==> config.mk <==
export PLATFORM = sky130hd
export DESIGN_NAME = conv3x3_window_sink_flat
export DESIGN_NICKNAME = d
export VERILOG_FILES = /design/src/rtl/conv3x3_window_sink_if.sv /design/src/rtl/conv3x3_window_sink.sv /design/src/flat_wrapper.sv
export SDC_FILE = /design/constraint.sdc
export NUM_CORES = 1
export LEC_CHECK = 0
export CAP_MARGIN = 20
export CORE_UTILIZATION = 55
export DETAILED_ROUTE_END_ITERATION = 12
export GPL_TIMING_DRIVEN = 1
export PLACE_DENSITY = 0.7
export SLEW_MARGIN = 0
export SYNTH_ARGS = -nofsm -noshare
export SYNTH_HDL_FRONTEND = slang
export SYNTH_SLANG_ARGS = --single-unit
==> constraint.sdc <==
create_clock -name clk -period 35.7 [get_ports clk]
set_input_delay 7.14 -clock clk [delete_from_list [all_inputs] [get_ports clk]]
set_output_delay 7.14 -clock clk [all_outputs]
set_load 0.1 [all_outputs]
==> src/rtl/conv3x3_window_sink_if.sv <==
// Window, coefficient and result-stream signals shared by the generator, controller and reader.
interface conv3x3_window_sink_if;
    logic        win_valid;
    logic [71:0] win_data;
    logic        busy;
    logic        w_wr_en;
    logic [3:0]  w_wr_addr;
    logic [7:0]  w_wr_data;
    logic        out_valid;
    logic        out_ready;
    logic [7:0]  out_data;
    logic        out_last;
    logic        err;

    modport master (
        output win_valid, win_data, w_wr_en, w_wr_addr, w_wr_data, out_ready,
        input  busy, out_valid, out_data, out_last, err
    );
    modport slave (
        input  win_valid, win_data, w_wr_en, w_wr_addr, w_wr_data, out_ready,
        output busy, out_valid, out_data, out_last, err
    );
endinterface

==> src/rtl/conv3x3_window_sink.sv <==
// 3x3 signed convolution over row-serial windows, requantised to u8 and buffered per frame,
// then drained as a stream while busy stalls the window generator.
module conv3x3_window_sink #(
    parameter int FRAME_LEN = 36,
    parameter int SHIFT     = 4,
    parameter int ACC_W     = 24
) (
    input logic                  clk,
    input logic                  rst_n,
    conv3x3_window_sink_if.slave bus
);
    localparam int PW = $clog2(FRAME_LEN);
    localparam logic [PW-1:0] LAST = PW'(FRAME_LEN - 1);

    typedef enum logic {ACCUM, DRAIN} state_t;

    state_t                   state, state_nxt;
    logic [1:0]               phase;
    logic signed [ACC_W-1:0]  acc, row_sum, bias_term, final_sum, q;
    logic signed [7:0]        weights [9];
    logic signed [7:0]        bias;
    logic [7:0]               res_mem [FRAME_LEN];
    logic [PW-1:0]            wr_ptr, rd_ptr;
    logic [7:0]               res;
    logic [23:0]              row_px;
    logic signed [7:0]        row_w [3];
    logic signed [16:0]       prod [3];
    logic                     win_fire, rd_fire, frame_done, drain_done;

    // The active row is chosen by phase; pixel 0 of the row sits in the top byte.
    always_comb begin
        row_px = bus.win_data[23:0];
        for (int c = 0; c < 3; c++) row_w[c] = weights[6 + c];
        case (phase)
            2'd0: begin
                row_px = bus.win_data[71:48];
                for (int c = 0; c < 3; c++) row_w[c] = weights[c];
            end
            2'd1: begin
                row_px = bus.win_data[47:24];
                for (int c = 0; c < 3; c++) row_w[c] = weights[3 + c];
            end
            default: ;
        endcase
    end

    generate
        for (genvar c = 0; c < 3; c++) begin : g_col
            logic [7:0] pix;
            assign pix     = row_px[23-8*c -: 8];
            assign prod[c] = 17'(signed'({1'b0, pix})) * 17'(row_w[c]);
        end
    endgenerate

    always_comb begin
        row_sum   = ACC_W'(prod[0]) + ACC_W'(prod[1]) + ACC_W'(prod[2]);
        bias_term = ACC_W'(bias) <<< SHIFT;
        final_sum = acc + row_sum + bias_term;
        q         = final_sum >>> SHIFT;
        if (q < 0)        res = 8'd0;
        else if (q > 255) res = 8'd255;
        else              res = q[7:0];
    end

    assign win_fire   = bus.win_valid && !bus.busy && (state == ACCUM);
    assign frame_done = win_fire && (phase == 2'd2) && (wr_ptr == LAST);
    assign rd_fire    = (state == DRAIN) && bus.out_ready;
    assign drain_done = rd_fire && (rd_ptr == LAST);

    always_ff @(posedge clk or negedge rst_n) begin
        if (!rst_n) state <= ACCUM;
        else        state <= state_nxt;
    end

    always_comb begin
        state_nxt     = state;
        bus.out_valid = 1'b0;
        bus.out_data  = 8'd0;
        bus.out_last  = 1'b0;
        case (state)
            ACCUM: if (frame_done) state_nxt = DRAIN;
            DRAIN: begin
                bus.out_valid = 1'b1;
                bus.out_data  = res_mem[rd_ptr];
                bus.out_last  = (rd_ptr == LAST);
                if (drain_done) state_nxt = ACCUM;
            end
            default: state_nxt = ACCUM;
        endcase
    end

    always_ff @(posedge clk or negedge rst_n) begin
        if (!rst_n) begin
            bus.busy <= 1'b0;
            bus.err  <= 1'b0;
            phase    <= 2'd0;
            acc      <= '0;
            wr_ptr   <= '0;
            rd_ptr   <= '0;
            bias     <= '0;
            for (int i = 0; i < 9; i++) weights[i] <= '0;
        end else begin
            bus.busy <= (state_nxt == DRAIN);
            // A window offered while stalled is dropped and flagged, never absorbed.
            if (bus.win_valid && bus.busy) bus.err <= 1'b1;
            if (bus.w_wr_en) begin
                if (bus.w_wr_addr < 4'd9)       weights[bus.w_wr_addr] <= bus.w_wr_data;
                else if (bus.w_wr_addr == 4'd9) bias <= bus.w_wr_data;
            end
            if (win_fire) begin
                phase <= (phase == 2'd2) ? 2'd0 : phase + 2'd1;
                if (phase == 2'd0)      acc <= row_sum;
                else if (phase == 2'd1) acc <= acc + row_sum;
                if (phase == 2'd2)      wr_ptr <= (wr_ptr == LAST) ? '0 : wr_ptr + 1'b1;
            end
            if (rd_fire) rd_ptr <= drain_done ? '0 : rd_ptr + 1'b1;
        end
    end

    always_ff @(posedge clk) begin
        if (win_fire && phase == 2'd2) res_mem[wr_ptr] <= res;
    end
endmodule

==> src/flat_wrapper.sv <==
// flat-port wrapper written by rule: the top's interface ports become plain ports
module conv3x3_window_sink_flat 
#(
    parameter int FRAME_LEN = 36,
    parameter int SHIFT     = 4,
    parameter int ACC_W     = 24
)
  (clk, rst_n, bus_win_valid, bus_win_data, bus_w_wr_en, bus_w_wr_addr, bus_w_wr_data, bus_out_ready, bus_busy, bus_out_valid, bus_out_data, bus_out_last, bus_err);
  conv3x3_window_sink_if bus_i ();
  input logic clk;
  input logic rst_n;
  input wire logic [$bits(bus_i.win_valid)-1:0] bus_win_valid;
  input wire logic [$bits(bus_i.win_data)-1:0] bus_win_data;
  input wire logic [$bits(bus_i.w_wr_en)-1:0] bus_w_wr_en;
  input wire logic [$bits(bus_i.w_wr_addr)-1:0] bus_w_wr_addr;
  input wire logic [$bits(bus_i.w_wr_data)-1:0] bus_w_wr_data;
  input wire logic [$bits(bus_i.out_ready)-1:0] bus_out_ready;
  output wire logic [$bits(bus_i.busy)-1:0] bus_busy;
  output wire logic [$bits(bus_i.out_valid)-1:0] bus_out_valid;
  output wire logic [$bits(bus_i.out_data)-1:0] bus_out_data;
  output wire logic [$bits(bus_i.out_last)-1:0] bus_out_last;
  output wire logic [$bits(bus_i.err)-1:0] bus_err;
  assign bus_i.win_valid = bus_win_valid;
  assign bus_i.win_data = bus_win_data;
  assign bus_i.w_wr_en = bus_w_wr_en;
  assign bus_i.w_wr_addr = bus_w_wr_addr;
  assign bus_i.w_wr_data = bus_w_wr_data;
  assign bus_i.out_ready = bus_out_ready;
  assign bus_busy = bus_i.busy;
  assign bus_out_valid = bus_i.out_valid;
  assign bus_out_data = bus_i.out_data;
  assign bus_out_last = bus_i.out_last;
  assign bus_err = bus_i.err;
  conv3x3_window_sink #(.FRAME_LEN(FRAME_LEN), .SHIFT(SHIFT), .ACC_W(ACC_W)) u_core (.clk(clk), .rst_n(rst_n), .bus(bus_i));
endmodule
# [Word level (Yosys, flattened, before mapping)]
# Memories as Yosys holds them, arrays and structs flattened.
# Index checks and enable logic that the tools add are counted.
[totals] ram_bits=288 romBits=0 memories=1 word_cells=75 latch_bits=0 output_inout_bits=12 register_bits=120 in_bits=89
[memory_table] name="u_core.res_mem" depth=36 word_bits=8 read_ports=1 rd_ports_with_merged_regs=0 wr=1 line_no="conv3x3_window_sink.sv:22" source="logic [7:0] res_mem [FRAME_LEN];"
[classes] order_cmp=5 reduce_logical=15 add_sub_neg=7 div=0 n_bitwise=3 muxes=20 n_eq_ne=5 multipliers=3 n_shift=0
[ops] operator="24-bit one-hot mux with 2 select lines" n=2
[ops] operator="72-bit bitwise mux" n=1
[ops] operator="9-bit by 8-bit multiplier with 17-bit output" n=3
[ops] operator="24-bit 2-to-1 mux" n=2
[ops] operator="8-bit demux with 4-bit select" n=1
[ops] operator="8-bit 2-to-1 mux" n=4
[ops] operator="24-bit by 12-bit adder with 24-bit output" n=1
[ops] operator="24-bit adder" n=1
[ops] operator="20-bit by 9-bit > comparator with 1-bit output (second input constant)" n=1
[ops] operator="20-bit by 1-bit less-than comparator with 1-bit output (second input constant)" n=1
[ops] operator="18-bit by 17-bit adder with 19-bit output" n=1
[ops] operator="17-bit by 17-bit adder with 18-bit output" n=1
[ops] operator="6-bit by 1-bit adder with 6-bit output (second input constant)" n=2
[ops] operator="6-bit == test (second input constant)" n=2
[ops] operator="6-bit 2-to-1 mux" n=2
[ops] operator="1-bit logical AND" n=8
[ops] operator="1-bit 2-to-1 mux" n=6
[ops] operator="2-bit AND reduction" n=3
[ops] operator="5-bit >= comparator (second input constant)" n=1
[ops] operator="5-bit by 1-bit less-than comparator with 1-bit output (second input constant)" n=1
[ops] operator="4-bit inverter with 5-bit output" n=1
[ops] operator="4-bit == test (second input constant)" n=1
[ops] operator="4-bit less-than comparator (second input constant)" n=1
[ops] operator="3-bit AND reduction" n=1
[ops] operator="9 further kinds" n=10

# [Depth between registers and ports, before layout]
[logic_depth] word_depth=10 ltp_mapped=44 ltp_nobuf=42

# [Least setup slack after synthesis]
# No wires, ideal clock.
[synth_timing] path_type="input port to flip-flop" start="in bus_win_data[45]" end="mem u_core.res_mem[0][4], data pin" path_slack_ns=17.928 required_ns=35.302 cell_stages=38 setup_time_ns=0.398 path_buffers=1 arrival_time_ns=17.373 path_cell_list="mux2i_1 o21ai_0 inv_1 nor2_1 fa_1 fa_1 inv_1 fa_1 fa_1 inv_1 fa_1 fa_1 inv_1 fa_1 inv_1 ha_1 a21o_1 a21oi_1 [2 not listed] a2111o_1 a21o_1 and2_1 ha_1 inv_1 nor3_1 nand3_1 a31oi_1 xor2_1 ha_1 clkbuf_1 a21o_1 or4b_4 o22ai_2 o21ai_2 a21oi_2 xnor3_2 a21oi_1"
[synth_between] elab_chain_cells=9 word_cells_on_any_way=10 classes_between="add/sub (4); mul (1); order compare (2); mux (3)"
[synth_rtl] item="start, declared" line_no="flat_wrapper.sv:13" source="input wire logic [$bits(bus_i.win_data)-1:0] bus_win_data;"
[synth_rtl] item="24-bit one-hot mux with 2 select lines *" line_no="conv3x3_window_sink.sv:34" source="case (phase)"
[synth_rtl] item="9-bit by 8-bit multiplier with 17-bit output *" line_no="conv3x3_window_sink.sv:51" source="assign prod[c] = 17'(signed'({1'b0, pix})) * 17'(row_w[c]);"
[synth_rtl] item="17-bit by 17-bit adder with 18-bit output *" line_no="conv3x3_window_sink.sv:56" source="row_sum = ACC_W'(prod[0]) + ACC_W'(prod[1]) + ACC_W'(prod[2]);"
[synth_rtl] item="18-bit by 17-bit adder with 19-bit output *" line_no="conv3x3_window_sink.sv:56"
[synth_rtl] item="24-bit adder *" line_no="conv3x3_window_sink.sv:58" source="final_sum = acc + row_sum + bias_term;"
[synth_rtl] item="24-bit by 12-bit adder with 24-bit output *" line_no="conv3x3_window_sink.sv:58"
[synth_rtl] item="20-bit by 9-bit > comparator with 1-bit output" line_no="conv3x3_window_sink.sv:61" source="else if (q > 255) res = 8'd255;"
[synth_rtl] item="8-bit 2-to-1 mux" line_no="conv3x3_window_sink.sv:61"
[synth_rtl] item="8-bit 2-to-1 mux *" line_no="conv3x3_window_sink.sv:60" source="if (q < 0) res = 8'd0;"
[synth_rtl] item="named net u_core.res[4]" line_no="conv3x3_window_sink.sv:24" source="logic [7:0] res;"
[synth_rtl] item="end, declared" line_no="conv3x3_window_sink.sv:22"
# Mark *: on every way through the listed nets, which the timed path passes. The rest lies on a longest branch.

# [Worst setup path after layout]
[layout_timing] start="in bus_win_data[45]" end="mem u_core.res_mem[14][2], data pin"
# Same word-level chain as after synthesis.

==> impl_metrics.py <==
metrics = {
    "sta": {
        "setup_tns_ns": 0,
        "relSlewSlack_pct": 29.79,
        "setup_viol": 0,
        "finalHoldViolations": 0,
        "clock_skew_ns": 0.03366,
        "rsz0062_at_grt": "no",
        "fin_ws_ns": 17.05,
        "min_period_ns": 18.65,
        "fin_crit_sh_pct": 52.25,
        "worst_hold_slack_ns": 0.4877,
        "tightest_slew_ns": 1.049,
        "fmax_mhz": 53.61,
        "slew_viol_final": 0,
    },
    "layout": {
        "n_fill_cell": 3608,
        "drive_gt1_share_pct": 14.62,
        "fin_area_um2": 29640,
        "final_common_cell": "edfxtp_1",
        "final_cell_mix": "edfxtp_1, inv_1, nor2_1, fa_1, ha_1",
        "antenna_cells": 0,
        "nets": 2681,
        "area_growth_pct": 12.68,
    },
    "synth": {
        "yosysWarnings": 0,
        "synth_nets": 2558,
        "async_reset_ff_share_pct": 29.41,
        "synth.top_cell.area_share_pct": 32.88,
        "avgSynthCellArea_um2": 12.27,
        "yosysSeqAreaShare_pct": 44.29,
        "yosysTopAreaCell": "edfxtp_1",
        "synth_enable_flop_cells": 288,
        "ys.flop_type": "edfxtp_1",
        "synthTopCellsByArea": "edfxtp_1, fa_1, dfrtp_1, mux4_2, ha_1",
        "ys_types": 73,
        "synth-seq-cells": 408,
        "syn_area_um2": 26300,
        "synthCells": 2144,
    },
    "worst_setup_path": {
        "cp.arrival_ns": 18.96,
        "slowest_delay_ns": 0.86,
        "worst-setup-path-type": "in2reg",
        "crit_path_end_kind": "flop",
        "path_max_fanout": 23,
        "slowest_stage": "nor4_4",
        "worstPathRequired_ns": 36.01,
        "crit_top_cell": "fa_1",
        "crit_path_start_kind": "primary input",
    },
    "min_path": {
        "hp-class": "reg2reg",
    },
    "floorplanning": {
        "io_pins": 101,
        "start_util_pct": 56.14,
        "core_um2": 46850,
        "die_w_um": 220.7,
        "rows": 79,
        "die_y_um": 220.7,
        "dieArea_um2": 48700,
    },
    "global_route": {
        "grt-ovfl-total": 0,
        "grt_max_degree": 91,
        "grt.total_usage_pct": 28.72,
        "grt_antenna_before_repair": 1,
        "grt_pass1_wl_um": 102300,
        "grt_pass1_vias": 17850,
    },
    "cts": {
        "cts_root_buf": "clkbuf_16",
        "clk_latency_ns": 0.59,
        "htree_num_levels": 2,
        "postCtsSetupBuffers": 0,
        "cts_buffers": 42,
        "cts_tree": "built",
        "ctsHoldBuffers": 0,
        "cts_num_sinks": 408,
        "cts_resized": 0,
        "cts_buffer_depth": 3,
        "path_clk_slew_ns": 0.06,
    },
    "placed_design": {
        "post_dp_cell_area_um2": 28290,
        "io_buffer_count": 100,
        "dpl.hpwl_um": 49120,
        "preCtsSetupSlack_ns": 16.46,
        "globalplace.congestion": 0.9838,
    },
    "route": {
        "vias": 17460,
        "wl_per_cell_um": 22.98,
        "wl_um": 66790,
        "vias_per_cell": 6.007,
        "detail-route-antenna-nets": 0,
        "first_pass_iters": 10,
        "drt_iter0_markers": 1557,
        "drc_errors": 4,
    },
    "outcome": {
        "violations": "DRC",
        "status": "finished, violations left",
    },
    "flow_run": {
        "max_cap_violations": 0,
    },
}
-- worst max-delay path, delay by kind of cell --
family                     cells  cell delay, ns
buffers and inverters          8            1.21
muxes                          1            0.06
xor gates and xnor gates       1            0.22
adders and majority gates     10            4.44
and+or+nand+nor                8            2.21
AOI/OAI and AO/OA             14            3.63
-- state kept, by name, summed over array words and instances, names as in the netlist --
name / count
u_core.acc: 24
u_core.bias: 8
u_core.bus.err: 1
u_core.phase: 2
u_core.rd_ptr: 6
u_core.res_mem: 288
u_core.state: 1
u_core.weights: 72
u_core.wr_ptr: 6
-- cell type report --
| class | instances | area [um^2] | area share, % |
|---|---|---|---|
| well taps | 607 | 759.5 | 2.562 |
| repair buffers | 153 | 1499 | 5.057 |
| clock inverters | 27 | 246.5 | 0.8316 |
| clock buffers | 49 | 1077 | 3.635 |
| inverters | 257 | 964.7 | 3.255 |
| flip-flops and latches | 408 | 11660 | 39.36 |
| multi-input cells | 1405 | 13430 | 45.30 |
-- kinds of logic (layout without fill, tap and decap cells) --
group           after synthesis  after routing  share of synthesized area [%]
compound gates              271            271                          6.436
xor+xnor                     49             49                          1.760
simple gates                526            526                          8.962
buf+inv                     331            486                          4.804
mux                         234            234                          13.49
fa+ha+maj                   325            325                          20.25
flops                       408            408                          44.29
-- final timing paths --
check / startpoint / end / slack (ns) / cells past startpoint
max: bus_win_data[45] / u_core.res_mem[14][2] / 17.05 / 42
max in group asynchronous: rst_n / u_core.rd_ptr[0] / 27.59 / 2
min in group asynchronous: rst_n / u_core.weights[34] / 6.65 / 1
max reg2reg: u_core.phase[0] / u_core.res_mem[14][2] / 22.24 / 43
min reg2reg: u_core.acc[4] / u_core.acc[4] / 0.49 / 2
min: u_core.acc[4] / u_core.acc[4] / 0.49 / 2
-- synth_stat cells (45+ instances only) --
cell type and count:
a21oi_1 84, clkbuf_1 45, dfrtp_1 120, edfxtp_1 288, fa_1 168, ha_1 157, inv_1 257, mux2_2 84
mux2i_1 62, mux4_2 88, nand2_1 154, nor2_1 223, o21ai_0 61
-- routing by layer --
layer	up-vias	GRT usage [%]	wire (um)
met5	-	0	0
met4	0	11.05	2557
met3	150	5.883	5242
met2	720	46.92	31990
met1	8845	37.89	27000
li1	7741	-	-
-- stage by stage --
stage / cells / util (%)
finish: 2906 / 63.26
global route: 2906 / 63.26
CTS: 2905 / 63.21
detailed placement: 2829 / 60.39
global placement: 2813 / 59.93
floorplan: 2144 / -
Power is left out: the tool's default activity adds up to more than one toggle a clock period on the data nets, which glitch-free logic cannot reach.
